<file path="src/rtl/round_tracker_if.sv">
// round_tracker_if
//   Groups the round controller's stimulus and status signals.
//   master : the game-side driver (start/board/guess in, status out)
//   slave  : the round_tracker itself
//   Inputs to the tracker : start, board, guess_valid, guess
//   Outputs of the tracker: display, found, remaining, showing, won, lost, score
interface round_tracker_if #(
    parameter int BOARD_W = 8
);
    logic               start;
    logic [BOARD_W-1:0] board;
    logic               guess_valid;
    logic [BOARD_W-1:0] guess;
    logic [BOARD_W-1:0] display;
    logic [BOARD_W-1:0] found;
    logic [3:0]         remaining;
    logic               showing;
    logic               won;
    logic               lost;
    logic [7:0]         score;

    modport master (
        output start, board, guess_valid, guess,
        input  display, found, remaining, showing, won, lost, score
    );

    modport slave (
        input  start, board, guess_valid, guess,
        output display, found, remaining, showing, won, lost, score
    );
endinterface

</file>
<file path="src/rtl/round_tracker.sv">
// round_tracker
//   Round controller for the Memory Matrix game. Latches the target board on
//   start, shows it for SHOW_CYCLES clocks, then consumes one checked guess
//   per guess_valid pulse until every target tile is found (WIN) or the
//   guesses run out (LOSE). Keeps a saturating count of rounds won.
// Ports
//   clk    : system clock
//   reset  : synchronous, active-high reset
//   bus    : round_tracker_if.slave
//            in  start, board, guess_valid, guess
//            out display, found, remaining, showing, won, lost, score
//   All outputs come straight from registers.
module round_tracker #(
    parameter int BOARD_W     = 8,
    parameter int GUESSES     = 7,
    parameter int SHOW_CYCLES = 100_000_000
) (
    input logic            clk,
    input logic            reset,
    round_tracker_if.slave bus
);
    localparam int TIMER_W = (SHOW_CYCLES > 1) ? $clog2(SHOW_CYCLES) : 1;
    localparam logic [TIMER_W-1:0] SHOW_LAST = TIMER_W'(SHOW_CYCLES - 1);
    localparam logic [3:0]         GUESS_INIT = 4'(GUESSES);

    typedef enum logic [2:0] {IDLE, SHOW, GUESS, WIN, LOSE} state_t;

    state_t             state;
    logic [BOARD_W-1:0] target;
    logic [TIMER_W-1:0] timer;
    logic [BOARD_W-1:0] display;
    logic [BOARD_W-1:0] found;
    logic [3:0]         remaining;
    logic               showing;
    logic               won;
    logic               lost;
    logic [7:0]         score;

    // Tiles of the target this guess covers, and the subset not yet found.
    logic [BOARD_W-1:0] covered;
    logic [BOARD_W-1:0] hit;
    logic [BOARD_W-1:0] found_next;

    assign covered    = bus.guess & target;
    assign hit        = covered & ~found;
    assign found_next = found | hit;

    function automatic logic [7:0] sat_inc(input logic [7:0] v);
        return (v == 8'hFF) ? v : v + 8'd1;
    endfunction

    always_ff @(posedge clk) begin
        if (reset) begin
            state     <= IDLE;
            target    <= '0;
            timer     <= '0;
            display   <= '0;
            found     <= '0;
            remaining <= '0;
            showing   <= 1'b0;
            won       <= 1'b0;
            lost      <= 1'b0;
            score     <= '0;
        end else begin
            case (state)
                IDLE, WIN, LOSE: begin
                    // Guesses arriving here are simply dropped.
                    if (bus.start) begin
                        state     <= SHOW;
                        target    <= bus.board;
                        timer     <= '0;
                        found     <= '0;
                        remaining <= GUESS_INIT;
                        display   <= bus.board;
                        showing   <= 1'b1;
                        won       <= 1'b0;
                        lost      <= 1'b0;
                    end
                end
                SHOW: begin
                    if (timer == SHOW_LAST) begin
                        showing <= 1'b0;
                        if (target == '0) begin
                            // Nothing to find: the round is won outright.
                            state   <= WIN;
                            won     <= 1'b1;
                            score   <= sat_inc(score);
                            display <= target;
                        end else begin
                            state   <= GUESS;
                            display <= found;
                        end
                    end else begin
                        timer <= timer + TIMER_W'(1);
                    end
                end
                GUESS: begin
                    if (bus.guess_valid) begin
                        if (hit != '0) begin
                            found <= found_next;
                            if (found_next == target) begin
                                state   <= WIN;
                                won     <= 1'b1;
                                score   <= sat_inc(score);
                                display <= target;
                            end else begin
                                display <= found_next;
                            end
                        end else if (covered == '0) begin
                            // Miss (including an empty guess). remaining is
                            // at least 1 here, so it cannot underflow.
                            remaining <= remaining - 4'd1;
                            if (remaining == 4'd1) begin
                                state   <= LOSE;
                                lost    <= 1'b1;
                                display <= target;
                            end
                        end
                        // Otherwise only already-found tiles were guessed:
                        // nothing changes.
                    end
                end
                default: state <= IDLE;
            endcase
        end
    end

    assign bus.display   = display;
    assign bus.found     = found;
    assign bus.remaining = remaining;
    assign bus.showing   = showing;
    assign bus.won       = won;
    assign bus.lost      = lost;
    assign bus.score     = score;
endmodule

</file>
<file path="src/flat_wrapper.sv">
// flat-port wrapper written by rule: the top's interface ports become plain ports
module round_tracker_flat 
#(
    parameter int BOARD_W     = 8,
    parameter int GUESSES     = 7,
    parameter int SHOW_CYCLES = 100_000_000
)
  (clk, reset, bus_start, bus_board, bus_guess_valid, bus_guess, bus_display, bus_found, bus_remaining, bus_showing, bus_won, bus_lost, bus_score);
  round_tracker_if #(.BOARD_W(BOARD_W)) bus_i ();
  input logic clk;
  input logic reset;
  input wire logic [$bits(bus_i.start)-1:0] bus_start;
  input wire logic [$bits(bus_i.board)-1:0] bus_board;
  input wire logic [$bits(bus_i.guess_valid)-1:0] bus_guess_valid;
  input wire logic [$bits(bus_i.guess)-1:0] bus_guess;
  output wire logic [$bits(bus_i.display)-1:0] bus_display;
  output wire logic [$bits(bus_i.found)-1:0] bus_found;
  output wire logic [$bits(bus_i.remaining)-1:0] bus_remaining;
  output wire logic [$bits(bus_i.showing)-1:0] bus_showing;
  output wire logic [$bits(bus_i.won)-1:0] bus_won;
  output wire logic [$bits(bus_i.lost)-1:0] bus_lost;
  output wire logic [$bits(bus_i.score)-1:0] bus_score;
  assign bus_i.start = bus_start;
  assign bus_i.board = bus_board;
  assign bus_i.guess_valid = bus_guess_valid;
  assign bus_i.guess = bus_guess;
  assign bus_display = bus_i.display;
  assign bus_found = bus_i.found;
  assign bus_remaining = bus_i.remaining;
  assign bus_showing = bus_i.showing;
  assign bus_won = bus_i.won;
  assign bus_lost = bus_i.lost;
  assign bus_score = bus_i.score;
  round_tracker #(.BOARD_W(BOARD_W), .GUESSES(GUESSES), .SHOW_CYCLES(SHOW_CYCLES)) u_core (.clk(clk), .reset(reset), .bus(bus_i));
endmodule
</file>
<file path="config.mk">
export PLATFORM = sky130hd
export DESIGN_NAME = round_tracker_flat
export DESIGN_NICKNAME = d
export VERILOG_FILES = /design/src/rtl/round_tracker_if.sv /design/src/rtl/round_tracker.sv /design/src/flat_wrapper.sv
export SDC_FILE = /design/constraint.sdc
export NUM_CORES = 1
export LEC_CHECK = 0
export CAP_MARGIN = 30
export CORE_MARGIN = 5
export CORE_UTILIZATION = 50
export CTS_CLUSTER_SIZE = 14
export DETAILED_ROUTE_END_ITERATION = 10
export PLACE_DENSITY = 0.77
export SETUP_SLACK_MARGIN = 0.05
export SLEW_MARGIN = 20
export SYNTH_ARGS = -nofsm -noshare
export SYNTH_HDL_FRONTEND = slang
export SYNTH_SLANG_ARGS = --single-unit
</file>
<file path="constraint.sdc">
create_clock -name clk -period 2.3 [get_ports clk]
set_input_delay 0.345 -clock clk [delete_from_list [all_inputs] [get_ports clk]]
set_output_delay 0.345 -clock clk [all_outputs]
set_load 0.01 [all_outputs]
</file>
# After elaboration in Yosys (flattened, before gate mapping)

Cells that the tools add are included.

Register bits after elaboration: 69
Input port bits: 20
Output and inout port bits: 31
Word-level logic and storage cells: 109

$add $sub $neg: 3
Eq/ne operators: 21
Muxes and demuxes: 52
Bitwise operators: 4
Reduce and logical (&&, ||, !) cells: 19

Operators with widths:

| kind                                          | count |
|---|---|
| two-way mux 8 bit                             | 17 |
| two-way mux 27 bit                            | 2 |
| case mux 27 bit (2 select lines)              | 1 |
| case mux 8 bit (2 select lines)               | 2 |
| adder 27 x 1 -> 27 bit, second input constant | 1 |
| == test 27 bit, second input constant         | 1 |
| case mux 8 bit (3 select lines)               | 1 |
| AND reduction 6 bit                           | 4 |
| two-way mux 3 bit                             | 7 |
| bitwise AND 8 bit                             | 2 |
| zero test 8 bit                               | 2 |
| two-way mux 4 bit                             | 4 |
| two-way mux 1 bit                             | 13 |
| != test 2 x 1 -> 1 bit, second input constant | 6 |
| case mux 3 bit (3 select lines)               | 1 |
| adder 8 x 1 -> 8 bit, second input constant   | 1 |
| == test 8 bit                                 | 1 |
| == test 8 bit, second input constant          | 1 |
| != test 2 bit, second input constant          | 4 |
| NOT 8 bit                                     | 1 |
| bitwise OR 8 bit                              | 1 |
| case mux 4 bit (2 select lines)               | 1 |
| nonzero test 8 bit                            | 1 |
| AND reduction 7 bit                           | 1 |
| 17 further kinds                              | 23 |

# Longest topological paths before layout

Depth in word-level cells: 8
Depth in mapped cells: 8
Depth with buffers taken out: 7

# Worst setup path after synthesis

No wires, ideal clock.

Kind: reg-to-reg
From: register u_core.timer[7]
To: register u_core.score[0] (netlist: u_core.bus.score[0])
Library setup time: 0.121 ns
Arrival time: 2.282 ns
Required time: 2.179 ns
Setup slack: -0.102 ns
Cell stages (with the launch flop): 8
Path buffers: 1
Clock period less this slack: 2.402 ns
Cell sequence: dfxtp_1 > buf_4 > or3b_2 > or4_4 > nor3_1 > a21oi_1 > nor3b_1 > mux2_2

Word-level cells in the longest chain between the ends: 3

RTL lines:

| item                             | RTL line             | RTL |
|---|---|---|
| from (decl)                      | round_tracker.sv:30  | `logic [TIMER_W-1:0] timer;` |
| from (signal assigned)           | round_tracker.sv:94  | `timer <= timer + TIMER_W'(1);` |
| == test 27 bit                   | round_tracker.sv:81  | `if (timer == SHOW_LAST) begin` |
| != test 2 x 1 -> 1 bit (no line) | --                   |  |
| AND reduction 6 bit (no line)    | --                   |  |
| to (signal assigned)             | round_tracker.sv:87  | `score <= sat_inc(score);` |
| to (signal assigned)             | round_tracker.sv:104 | `score <= sat_inc(score);` |
| to (decl)                        | round_tracker.sv:37  | `logic [7:0] score;` |

No other way between the ends.
A chain may end at the register's enable or synchronous reset.

# Worst setup path after layout

From: register u_core.timer[17]
To: register u_core.timer[13]

Word-level cells in the longest chain between the ends: 3

RTL lines:

| item                          | RTL line |
|---|---|
| == test 27 bit                | round_tracker.sv:81 |
| != test 2 bit (no line)       | -- |
| AND reduction 3 bit (no line) | -- |

No other way between the ends.

==> results.sh <==
export IMPL_clk_latency_ps=350
export IMPL_core_mm2=0.00729
export IMPL_ir_drop_mv=0.752
export IMPL_grt_pass1_vias=3852
export IMPL_layout_nets=592
export IMPL_dp_cells=648
export IMPL_critPathLaunchType="flip-flop"
export IMPL_die_area_mm2=0.00933
export IMPL_grt_overflow_total=0
export IMPL_wl_met2_um=5180
export IMPL_routed_via_count=4009
export IMPL_syn_inst=453
export IMPL_dieWidth_um=96.6
export IMPL_routed_wirelength_um=11500
export IMPL_setup_slack_ps=-121
export IMPL_clockBufferDepth=2
export IMPL_rows=31
export IMPL_gp_congestion=0.940
export IMPL_cts_tree="done"
export IMPL_drive_above_1_share=0.229
export IMPL_final_setup_skew_ps=15.2
export IMPL_multi_input_area_mm2=0.00228
export IMPL_synth_nets=477
export IMPL_post_route_drc_count=0
export IMPL_yosys_warnings=0
export IMPL_worst_slew_pin_slew_ps=574
export IMPL_finalHoldViolCount=0
export IMPL_post_dp_hpwl_um=8330
export IMPL_grt_pass1_wl_um=18800
export IMPL_antenna_found_initial=0
export IMPL_yosysSeqAreaShare=0.369
export IMPL_grt_max_degree=38
export IMPL_grt_usage=0.259
export IMPL_fin_setup_tns_ps=-2570
export IMPL_highest_layer="met4"
export IMPL_rrSetupSlack_ps=-120
export IMPL_die_y_um=96.6
export IMPL_syn_area_per_cell_um2=8.27
export IMPL_drt_iter0_markers=316
export IMPL_insertedDiodeCount=0
export IMPL_ys_flop_type="dfxtp_1"
export IMPL_ys_types=58
export IMPL_powerDensity_mw_per_mm2=909
export IMPL_period_minus_slack_ps=2420
export IMPL_async_reset_ff_frac=0
export IMPL_nFillCells=595
export IMPL_worst_hold_slack_ps=481
export IMPL_numPortBuffers=50
export IMPL_hold_buffers=0
export IMPL_num_io_pins=51
export IMPL_required_ps=2530
export IMPL_synth_edff_count=0
export IMPL_ys_ff_latch=69
export IMPL_hold_class="reg -> reg"
export IMPL_clock_sinks=69
export IMPL_critical_path_arrival_ps=2650
export IMPL_max_freq_ghz=0.413
export IMPL_initial_utilization=0.514
export IMPL_violations="setup timing"
export IMPL_slew_headroom=0.607
export IMPL_drt_met1_wl_um=5140
export IMPL_clkTransAtPathRegs_ps=80
export IMPL_path_class="reg -> reg"
export IMPL_wl_met3_um=994
export IMPL_worstPathMaxFanout=6
export IMPL_setup_viol=42
export IMPL_status="finished, violations left"
export IMPL_post_route_period_util=1.05
export IMPL_instances_no_fill=671
export IMPL_cts_max_level=3
export IMPL_syn_area_mm2=0.00375
export IMPL_clockRootBuffer="clkbuf_8"
export IMPL_endpoint_kind="flip-flop"
export IMPL_dp_slack_ps=-311
export IMPL_cts_inserted_buffers=9
export IMPL_power_leakage_nw=1.90
export IMPL_rsz0062_at_grt="true"
export IMPL_area_growth_pct=38.8
export IMPL_antenna_left=0
export IMPL_drt_pre_antenna_iters=6
export IMPL_final_max_slew_viol_count=0
export IMPL_wire_per_inst_um=17.1
export IMPL_drv_cap=0
export IMPL_routed_via_density=5.97
export IMPL_seq_area_mm2=0.00139
## state kept, by name, summed over array words and instances (netlist names)
name                  cells
u_core.bus.won            1
u_core.bus.found          8
u_core.bus.lost           1
u_core.bus.remaining      4
u_core.bus.score          8
u_core.timer             27
u_core.state              3
u_core.bus.display        8
u_core.target             8
u_core.bus.showing        1
## stage by stage
stage | utilization | total power, W | cell area (µm²)
CTS | 0.709 | 0.00469 | 5170
global placement | 0.664 | 0.00345 | 4840
floorplan | - | 0.00261 | 3760
finish | 0.713 | 0.00473 | 5200
detailed placement | 0.664 | 0.00351 | 4840
global route | 0.713 | 0.00500 | 5200
## timing repair
item,in CTS,in global routing
resized for setup,14,8
cloned,1,0
endpoints found under the setup margin,37,47
pin swaps,5,6
buffers inserted,7,0
## cells in the mapped netlist (5+ instances only)
cell,instances,area share
nand3_1,13,0.017
a32oi_1,8,0.019
nor3b_1,7,0.014
nor3_1,9,0.012
nand2_1,42,0.042
xnor2_1,19,0.044
inv_1,14,0.014
nand4_1,5,0.0083
a2111oi_0,6,0.014
clkbuf_1,21,0.021
nor2b_1,9,0.015
a32o_1,8,0.021
nor2_1,58,0.058
a311oi_1,8,0.019
nor4_1,5,0.0083
and3_1,8,0.013
nand2b_1,5,0.0083
a21oi_1,27,0.036
dfxtp_1,69,0.37
o211ai_1,8,0.016
a211oi_1,10,0.020
a31oi_1,15,0.025
## report_power, final
group / total [W] / leakage, nW / internal (W) / switching, W
logic: 0.00214 / 1.23 / 0.00100 / 0.00113
clock network: 0.00109 / 0.103 / 0.000611 / 0.000474
registers: 0.00150 / 0.563 / 0.00135 / 0.000156
total: 0.00473 / 1.90 / 0.00296 / 0.00176
## layout make-up
type	instances	area share
clock buffers	10	0.0245
clock inverters	5	0.0164
inverters	14	0.0101
multi-input cells	343	0.439
flip-flops and latches	69	0.266
well taps	99	0.0238
repair buffers	131	0.220
## cell usage in the layout (no fill, tap or decap), types with 4 or more instances in the layout
cell type        count
a211oi_1             9
dfxtp_1             66
and3_1               8
o211ai_1             8
nor3_1               5
xnor2_1             19
nor2b_1              9
nand2_1             42
nand4_1              5
nor3b_1              6
nand2b_1             5
a31o_2               4
ha_1                 4
a311oi_1             8
nand3_1             13
and2_1               4
clkbuf_8             9
nor4_1               4
a32o_1               8
mux2_2               4
clkdlybuf4s50_1     50
inv_1               14
a41o_1               4
a31oi_1             15
nor2_1              58
a21oi_1             26
nor3_2               4
buf_4               76
a32oi_1              7
## critical path, cell delays in order, from the launching register on
cell      delay (ps)
dfxtp_2          320
or4b_1           520
or4_4            520
buf_4            170
o21ai_4          200
buf_4            190
a211oi_2         120
a31o_2           270
## per-layer routing
| metal | vias to the layer above | global-route usage |
|---|---|---|
| li1 | 1930 | - |
| met1 | 1875 | 0.364 |
| met2 | 177 | 0.409 |
| met3 | 27 | 0.0542 |
| met4 | 0 | 0.0561 |
| met5 | - | 0 |
## path summary, 6_finish.rpt
path	start	end	cells past startpoint
max	u_core.timer[17]	u_core.timer[13]	7
min	u_core.bus.won	u_core.bus.won	2
max reg2reg	u_core.timer[17]	u_core.timer[13]	7
min reg2reg	u_core.bus.won	u_core.bus.won	2
## logic make-up after synthesis
kind of cell	count (synthesis)	share of synthesized area
AND/OR/NAND/NOR	186	0.250
multiplexers	7	0.0200
AO/OA/AOI/OAI	127	0.259
adder cells (fa/ha/maj)	4	0.0134
flip-flops	69	0.369
XOR/XNOR	19	0.0444
buffers and inverters	41	0.0447
Power figures use the tool's default switching activity.
